[src/rtl/id_stage.sv]
// ============================================================================
// Module   : id_stage
// Purpose  : RV32I/RV-A instruction decoder feeding an in-order buffer of
//            decoded entries, with valid/ready on both sides and flush.
// Revision : 1.0 - initial release
// ============================================================================
`default_nettype none

module id_stage #(
    parameter int INSTRUCTION_WIDTH = 32,
    parameter int XLEN              = 32,
    parameter int BUF_DEPTH         = 2,
    parameter int CNT_WIDTH         = 16
) (
    input  logic                         clk,
    input  logic                         rst,
    input  logic                         flush,
    input  logic                         in_valid,
    output logic                         in_ready,
    input  logic [INSTRUCTION_WIDTH-1:0] input_instruction,
    output logic                         out_valid,
    input  logic                         out_ready,
    output logic [6:0]                   out_opcode,
    output logic [4:0]                   out_rd,
    output logic [4:0]                   out_rs1,
    output logic [4:0]                   out_rs2,
    output logic [2:0]                   out_funct3,
    output logic [6:0]                   out_funct7,
    output logic [XLEN-1:0]              out_imm,
    output logic [2:0]                   out_type,
    output logic                         out_illegal,
    output logic [CNT_WIDTH-1:0]         decode_count
);

    localparam int               c_PTR_W = $clog2(BUF_DEPTH);
    localparam logic [c_PTR_W:0] c_FULL  = (c_PTR_W + 1)'(BUF_DEPTH);

    localparam logic [2:0] c_T_R   = 3'd0;
    localparam logic [2:0] c_T_I   = 3'd1;
    localparam logic [2:0] c_T_S   = 3'd2;
    localparam logic [2:0] c_T_B   = 3'd3;
    localparam logic [2:0] c_T_U   = 3'd4;
    localparam logic [2:0] c_T_J   = 3'd5;
    localparam logic [2:0] c_T_ILL = 3'd7;

    typedef struct packed {
        logic [6:0]      opcode;
        logic [4:0]      rd;
        logic [4:0]      rs1;
        logic [4:0]      rs2;
        logic [2:0]      funct3;
        logic [6:0]      funct7;
        logic [XLEN-1:0] imm;
        logic [2:0]      typ;
        logic            illegal;
    } entry_t;

    entry_t                 w_dec;
    logic [31:0]            w_ins;
    logic [31:0]            w_imm32;
    logic                   w_push;
    logic                   w_pop;

    entry_t                 r_buf [BUF_DEPTH];
    logic [c_PTR_W-1:0]     r_wr;
    logic [c_PTR_W-1:0]     r_rd;
    logic [c_PTR_W:0]       r_count;
    logic [CNT_WIDTH-1:0]   r_dcnt;

    assign w_ins = input_instruction[31:0];

    // Every supported opcode ends in 2'b11, so a bad length field lands in the
    // illegal default without a separate check.
    always_comb begin
        w_dec        = '0;
        w_imm32      = '0;
        w_dec.opcode = w_ins[6:0];
        case (w_ins[6:0])
            7'b0110011, 7'b0101111:                         w_dec.typ = c_T_R;
            7'b0010011, 7'b0000011, 7'b1100111, 7'b1110011: w_dec.typ = c_T_I;
            7'b0100011:                                     w_dec.typ = c_T_S;
            7'b1100011:                                     w_dec.typ = c_T_B;
            7'b0010111, 7'b0110111:                         w_dec.typ = c_T_U;
            7'b1101111:                                     w_dec.typ = c_T_J;
            default:                                        w_dec.typ = c_T_ILL;
        endcase
        w_dec.illegal = (w_dec.typ == c_T_ILL);

        if (w_dec.typ inside {c_T_R, c_T_I, c_T_U, c_T_J}) w_dec.rd = w_ins[11:7];
        if (w_dec.typ inside {c_T_R, c_T_I, c_T_S, c_T_B}) begin
            w_dec.rs1    = w_ins[19:15];
            w_dec.funct3 = w_ins[14:12];
        end
        if (w_dec.typ inside {c_T_R, c_T_S, c_T_B}) w_dec.rs2 = w_ins[24:20];
        if (w_dec.typ == c_T_R) w_dec.funct7 = w_ins[31:25];

        case (w_dec.typ)
            c_T_I:   w_imm32 = {{20{w_ins[31]}}, w_ins[31:20]};
            c_T_S:   w_imm32 = {{20{w_ins[31]}}, w_ins[31:25], w_ins[11:7]};
            c_T_B:   w_imm32 = {{19{w_ins[31]}}, w_ins[31], w_ins[7], w_ins[30:25], w_ins[11:8], 1'b0};
            c_T_U:   w_imm32 = {w_ins[31:12], 12'b0};
            c_T_J:   w_imm32 = {{11{w_ins[31]}}, w_ins[31], w_ins[19:12], w_ins[20], w_ins[30:21], 1'b0};
            default: w_imm32 = '0;
        endcase
        w_dec.imm = XLEN'($signed(w_imm32));
    end

    assign in_ready  = (r_count < c_FULL) && !flush;
    assign out_valid = (r_count != '0);
    assign w_push    = in_valid && in_ready;
    assign w_pop     = out_valid && out_ready;

    always_ff @(posedge clk) begin
        if (rst) begin
            r_wr    <= '0;
            r_rd    <= '0;
            r_count <= '0;
            r_dcnt  <= '0;
            for (int i = 0; i < BUF_DEPTH; i++) begin
                r_buf[i] <= '0;
            end
        end else begin
            if (flush) begin
                r_wr    <= '0;
                r_rd    <= '0;
                r_count <= '0;
            end else begin
                if (w_push) begin
                    r_buf[r_wr] <= w_dec;
                    r_wr        <= r_wr + 1'b1;
                end
                if (w_pop) begin
                    r_rd <= r_rd + 1'b1;
                end
                case ({w_push, w_pop})
                    2'b10:   r_count <= r_count + 1'b1;
                    2'b01:   r_count <= r_count - 1'b1;
                    default: r_count <= r_count;
                endcase
            end
            // w_push is already gated off during flush via in_ready.
            if (w_push && (r_dcnt != {CNT_WIDTH{1'b1}})) begin
                r_dcnt <= r_dcnt + 1'b1;
            end
        end
    end

    assign out_opcode   = r_buf[r_rd].opcode;
    assign out_rd       = r_buf[r_rd].rd;
    assign out_rs1      = r_buf[r_rd].rs1;
    assign out_rs2      = r_buf[r_rd].rs2;
    assign out_funct3   = r_buf[r_rd].funct3;
    assign out_funct7   = r_buf[r_rd].funct7;
    assign out_imm      = r_buf[r_rd].imm;
    assign out_type     = r_buf[r_rd].typ;
    assign out_illegal  = r_buf[r_rd].illegal;
    assign decode_count = r_dcnt;

endmodule

`default_nettype wire

[config.mk]
export PLATFORM = sky130hd
export DESIGN_NAME = id_stage
export DESIGN_NICKNAME = d
export VERILOG_FILES = /design/src/rtl/id_stage.sv
export SDC_FILE = /design/constraint.sdc
export NUM_CORES = 1
export LEC_CHECK = 0
export BUFFER_PORTS_ARGS = -buffer_cell sky130_fd_sc_hd__buf_4
export CAP_MARGIN = 20
export CORE_MARGIN = 8
export CORE_UTILIZATION = 53
export CTS_BUF_LIST = sky130_fd_sc_hd__clkbuf_4 sky130_fd_sc_hd__clkbuf_8
export DETAILED_ROUTE_END_ITERATION = 10
export PLACE_DENSITY_LB_ADDON = 0.25
export SLEW_MARGIN = 10
export SYNTH_ARGS = -nofsm -noshare
export SYNTH_HDL_FRONTEND = slang
export SYNTH_SLANG_ARGS = --single-unit
export TNS_END_PERCENT = 50
[constraint.sdc]
create_clock -name clk -period 3.2 [get_ports clk]
set_input_delay 0.8 -clock clk [delete_from_list [all_inputs] [get_ports clk]]
set_output_delay 0.8 -clock clk [all_outputs]
set_load 0.1 [all_outputs]
==> flow_summary.json, run 1 <==
{
  "cts_resized": 0,
  "cts_buffers": 17,
  "rsz0062_at_grt": "false",
  "final.min_clock_period_ps": 2750,
  "utilization_pct": 65.4,
  "clk_pin_slew_ps": 80,
  "synth.distinct_cells": 61,
  "ant_nets": 0,
  "grt_pass1_wl_um": 28200,
  "power_density_nw_per_um2": 525,
  "grtUsageTotal_pct": 19.9,
  "total_power_w": 0.00474,
  "ys_warn_count": 0,
  "wire_per_inst_um": 19.8,
  "synth_area_leaders": "edfxtp_1 (55%), mux2_2 (11%), dfxtp_1 (5.6%), and2_1 (3.6%), a21oi_1 (3.3%)",
  "worst_path_max_delay_cell": "buf_4",
  "hold_class": "flop to flop",
  "viasPerCell": 5.79,
  "start_util_pct": 53.9,
  "dieArea_um2": 18100,
  "slew-limit-headroom_pct": 40.3,
  "cap_violations": 0,
  "ys_ff_latch": 157,
  "cp.arrival_ps": 1950,
  "synth.cell_area_um2": 7450,
  "synth_edf_count": 136,
  "synth-compound-area-share_pct": 8.83,
  "drive_gt1_share_pct": 35.3,
  "fin_skew_ps": 6.86,
  "worst_pin_slew_ps": 887,
  "synth_top_area_share_pct": 54.8,
  "crit_top_cell": "buf_4",
  "drtIter0Drc": 487,
  "drt-met1-wl_um": 7570,
  "finalSetupTns_ps": 0,
  "holdPathStages": 2,
  "synth_top_area_cell": "edfxtp_1",
  "grt_max_degree": 69,
  "firstDrtPassIters": 5,
  "cp-start-kind": "flop",
  "fmaxAchievable_mhz": 364,
  "routed-via-count": 5258,
  "syn2layout_area_growth_pct": 21.3,
  "synthAdderAreaFrac_pct": 0.336,
  "synth-async-reset-ratio_pct": 0,
  "nets": 754,
  "antenna_found_initial": 0,
  "cts_max_level": 4,
  "finalHoldViolations": 0,
  "path_cells": "buf_4, mux2_2, buf_4",
  "cp.buffers_inverters": 2,
  "die_h_um": 135,
  "crit_family": "buffers and inverters",
  "synthFlopType": "edfxtp_1",
  "cts_tree": "yes",
  "synth-seq-area-share_pct": 60.5,
  "drc_errors": 0,
  "avgSynthCellArea_um2": 12.6,
  "die_width_um": 135,
  "num_antenna_cells": 0,
  "r2r_cells": 4,
  "clockRootBuffer": "clkbuf_8",
  "synth_mux_area_share_pct": 10.8,
  "yosys.area_share.simple_pct": 16.5,
  "finalCritPeriodShare_pct": 85.8,
  "met2_wirelength_um": 9150,
  "clk_latency_ps": 450,
  "coreArea_um2": 13800,
  "required_ps": 2400,
  "portBuffers": 122,
  "overflow": 0,
  "status": "complete, no violations",
  "rows": 43,
  "synth_nets": 630,
  "ctsHoldBuffers": 0,
  "post_cts_buffers": 0,
  "pin_count": 123,
  "maxUsedRoutingLayer": "met4",
  "leakage_nw": 3.49,
  "clock-sinks": 157,
  "vdd_drop_max_uv": 296,
  "criticalPathCategory": "flop to output port",
  "grt_pass1_vias": 5312,
  "clockBufferDepth": 2,
  "slew_viol_final": 0,
  "wl_met3_um": 951,
  "slowest_delay_ps": 450,
  "syn_inst": 591,
  "hpwl_um": 12300,
  "gp_congestion": 0.854,
  "wirelength_um": 18000,
  "critPathMaxFanout": 40,
  "crit_cells": 3,
  "synth-xor-area-share_pct": 0.705,
  "cp-end-kind": "output port",
  "synth_top_family_by_area": "simple AND/OR/NAND/NOR gates",
  "finalSetupViolCount": 0
}
## metal layers
layer | global-route usage, % | vias to the layer above
li1 | - | 2485
met1 | 25.1 | 2574
met2 | 33.1 | 179
met3 | 4.27 | 20
met4 | 7.17 | 0
met5 | 0 | -
## logic make-up (layout without fill, tap and decap cells)
kind of cell	count (synthesis)	in the layout
xor+xnor	6	6
simple gates	209	209
buf+inv	43	180
fa+ha+maj	2	2
compound gates	102	102
flops	157	157
mux	72	72
## worst register-to-register path: stages, from the launching register on
cell	delay, ps
dfxtp_1	380
nor4b_4	520
nand3_1	440
nor2_1	460
and2_1	190
## cell type report
type	instances	area, µm²
clock buffers	17	234
clock inverters	15	196
fillers	1070	4790
inverters	9	33.8
multi-input cells	391	2770
flip-flops and latches	157	4510
well taps	180	225
repair buffers	139	1070
## worst paths after layout
| kind | startpoint | end | slack, ps |
|---|---|---|---|
| worst min-delay path | decode_count[14]$_SDFFE_PP0P_ | decode_count[14]$_SDFFE_PP0P_ | 500 |
| worst min register to register | decode_count[14]$_SDFFE_PP0P_ | decode_count[14]$_SDFFE_PP0P_ | 500 |
| worst max-delay path | flop | out_opcode[2] | 450 |
| worst max register to register | r_count[1]$_SDFFE_PP0P_ | r_buf[1][14]$_SDFFCE_PN0P_ | 1060 |
## stage by stage
stage	setup slack [ps]	instance area, µm²	std cells	hold slack [ps]
final	453	9040	908	497
after global routing	377	9040	908	521
after CTS	407	9040	908	498
after detailed placement	518	8610	876	485
after global placement	630	8610	876	482
after floorplan	-20.8	7450	591	520
## cell usage after synthesis (all sizes together), types with 5 or more instances
cell type	count
dfxtp	21
nand3	7
buf	14
and3	25
edfxtp	136
or3	10
nor3	17
o21ai	9
nor2	35
nor3b	11
nor2b	5
a211oi	5
and2	43
mux2	70
inv	9
nor4	6
nand4	7
a22o	10
nand2	24
a21oi	49
clkbuf	20
## state kept, by name, summed over array words and instances (netlist names), named ones only
name and flops:
r_rd 1, r_wr 1, r_count 2, decode_count 16, r_buf 136
## where the power goes
part,switching [W],internal (W)
clock,0.000735,0.000847
combinational,0.000639,0.000193
sequential,0.0000255,0.00230
total,0.00140,0.00334
## layout by cell type, fill, tap and decap left out, types with 3 or more instances in the layout
cell type,synthesis,routed
buf_4,1,137
edfxtp_1,136,136
mux2_2,70,70
a21oi_1,49,49
and2_1,43,43
nor2_1,35,35
and3_1,25,25
nand2_1,22,22
dfxtp_1,21,20
nor3_1,17,17
clkbuf_8,0,17
a22o_1,10,10
nor3b_1,10,10
or3_1,9,9
o21ai_0,9,9
inv_1,8,8
nand3_1,7,7
nand4_1,6,6
nor2b_1,5,5
nor4_1,5,5
a211oi_1,4,4
xnor2_1,4,4
o31ai_1,4,4
clkinvlp_4,0,4
bufinv_16,0,4
nand3b_1,3,3
nor4b_1,3,3
or4_1,3,3
No activity file was read; power rests on OpenSTA's default activity.
==> run 2: changes to the inputs <==
==> constraint.sdc (replaced) <==
create_clock -name clk -period 3.2 [get_ports clk]
set_input_delay 0.64 -clock clk [delete_from_list [all_inputs] [get_ports clk]]
set_output_delay 0.64 -clock clk [all_outputs]
set_load 0.1 [all_outputs]
==> flow_summary.json, run 2 (same netlist as run 1, synthesis figures left out) <==
{
  "ctsHoldBuffers": 0,
  "portBuffers": 122,
  "viasPerCell": 5.89,
  "cp-end-kind": "output port",
  "seq_power_share_pct": 50.3,
  "switching_power_w": 0.00135,
  "rsz0062_at_grt": "false",
  "regMostFlops": "r_buf",
  "cts_resized": 0,
  "drive_gt1_share_pct": 34.6,
  "post_cts_buffers": 0,
  "leakage_nw": 3.47,
  "fin_skew_ps": 14.4,
  "cts_tree": "yes",
  "power_switching_share_pct": 29.1,
  "clk_pin_slew_ps": 80,
  "cap_violations": 0,
  "slew_viol_final": 0,
  "gp_congestion": 0.882,
  "min_from": "flush",
  "total_power_w": 0.00463,
  "clk_latency_ps": 450,
  "drc_errors": 0,
  "antenna_found_initial": 0,
  "start_util_pct": 53.9,
  "clockBufferDepth": 2,
  "cts_buffers": 17,
  "p_clk_share_pct": 31.9,
  "final_common_cell": "edfxtp_1",
  "clock-sinks": 157,
  "power_density_nw_per_um2": 516,
  "ant_nets": 0,
  "hold_class": "input port to flop",
  "p_comb_share_pct": 17.9,
  "required_ps": 2560,
  "firstDrtPassIters": 5,
  "dp_cells": 873,
  "finalCritPeriodShare_pct": 80.8,
  "rr_startpoint": "r_count[1]$_SDFFE_PP0P_",
  "die_h_um": 135,
  "cp-start-kind": "flop",
  "num_antenna_cells": 0,
  "rows": 43,
  "fmaxAchievable_mhz": 387,
  "grt_pass1_vias": 5296,
  "nets": 751,
  "clockRootBuffer": "clkbuf_8",
  "grtUsageTotal_pct": 19.5,
  "largest_reg_flops": 136,
  "grt_max_degree": 69,
  "drtIter0Drc": 586,
  "overflow": 0,
  "wire_per_inst_um": 19.6,
  "final_cell_mix": "edfxtp_1 (136), buf_4 (134), mux2_2 (70)",
  "worst_pin_slew_ps": 825,
  "slew-limit-headroom_pct": 44.8,
  "finalHoldViolations": 0,
  "finalSetupTns_ps": 0,
  "fillers": 1058,
  "wirelength_um": 17700,
  "pin_count": 123,
  "dieArea_um2": 18100,
  "criticalPathCategory": "flop to output port",
  "cp.arrival_ps": 1950,
  "final.min_clock_period_ps": 2590,
  "p_int_w": 0.00328,
  "final_cell_count_no_fill": 905,
  "hpwl_um": 12000,
  "grt_pass1_wl_um": 27600,
  "critPathMaxFanout": 41,
  "cts_max_level": 4,
  "die_width_um": 135,
  "routed-via-count": 5326,
  "finalSetupViolCount": 0,
  "vdd_drop_max_uv": 382,
  "coreArea_um2": 13800,
  "syn2layout_area_growth_pct": 20.4,
  "status": "complete, no violations",
  "whs_ps": 430
}
[run 2: changes by cell type in the layout (fill, tap and decap cells not counted), sizes merged]
cell      change
inv           -1
bufinv        -1
clkbuf        +4
buf           -3
clkinvlp      -4
clkinv        +2
[run 2: layout make-up]
type	count	area, µm²	area share [%]
clock buffer	21	264	2.94
clock inverter	11	124	1.38
inverter	9	33.8	0.377
multi-input combinational	391	2770	30.9
sequential	157	4510	50.2
tap	180	225	2.51
timing repair buffer	136	1050	11.7
[run 2: power by group through the flow]
stage               logic (W)  clock network (W)  registers [W]
detailed placement   0.000829                  0        0.00238
finish               0.000827            0.00148        0.00233
global route         0.000857            0.00158        0.00234
CTS                  0.000832            0.00150        0.00233
global placement     0.000826                  0        0.00237
floorplan            0.000620                  0        0.00238
[run 2: critical path: stages (launching register included)]
cell and delay (ps):
dfxtp_2 330, buf_4 470, mux2_2 430, buf_4 240
[run 2: metrics by stage]
step / instance area [µm²] / setup WS (ps) / util, %
2_1_floorplan: 7450 / 139 / -
3_3_place_gp: 8580 / 740 / 62.1
3_5_place_dp: 8580 / 693 / 62.1
4_1_cts: 8970 / 572 / 64.9
5_1_grt: 8970 / 522 / 64.9
6_report: 8970 / 613 / 64.9
[run 2: routing by layer]
layer  part of all wire (%)  vias up  track usage (%)
li1                       -     2480                -
met1                     42     2625             24.0
met2                     50      199             32.1
met3                    6.6       22             5.31
met4                    1.6        0             7.67
met5                      0        -                0
[run 2: worst paths after layout]
path	end	slack, ps	cells past startpoint
setup / recovery	out_opcode[6]	610	3
hold / removal	flop	430	2
setup reg to reg	decode_count[8]$_SDFFE_PP0P_	1070	4
hold reg to reg	decode_count[14]$_SDFFE_PP0P_	520	2
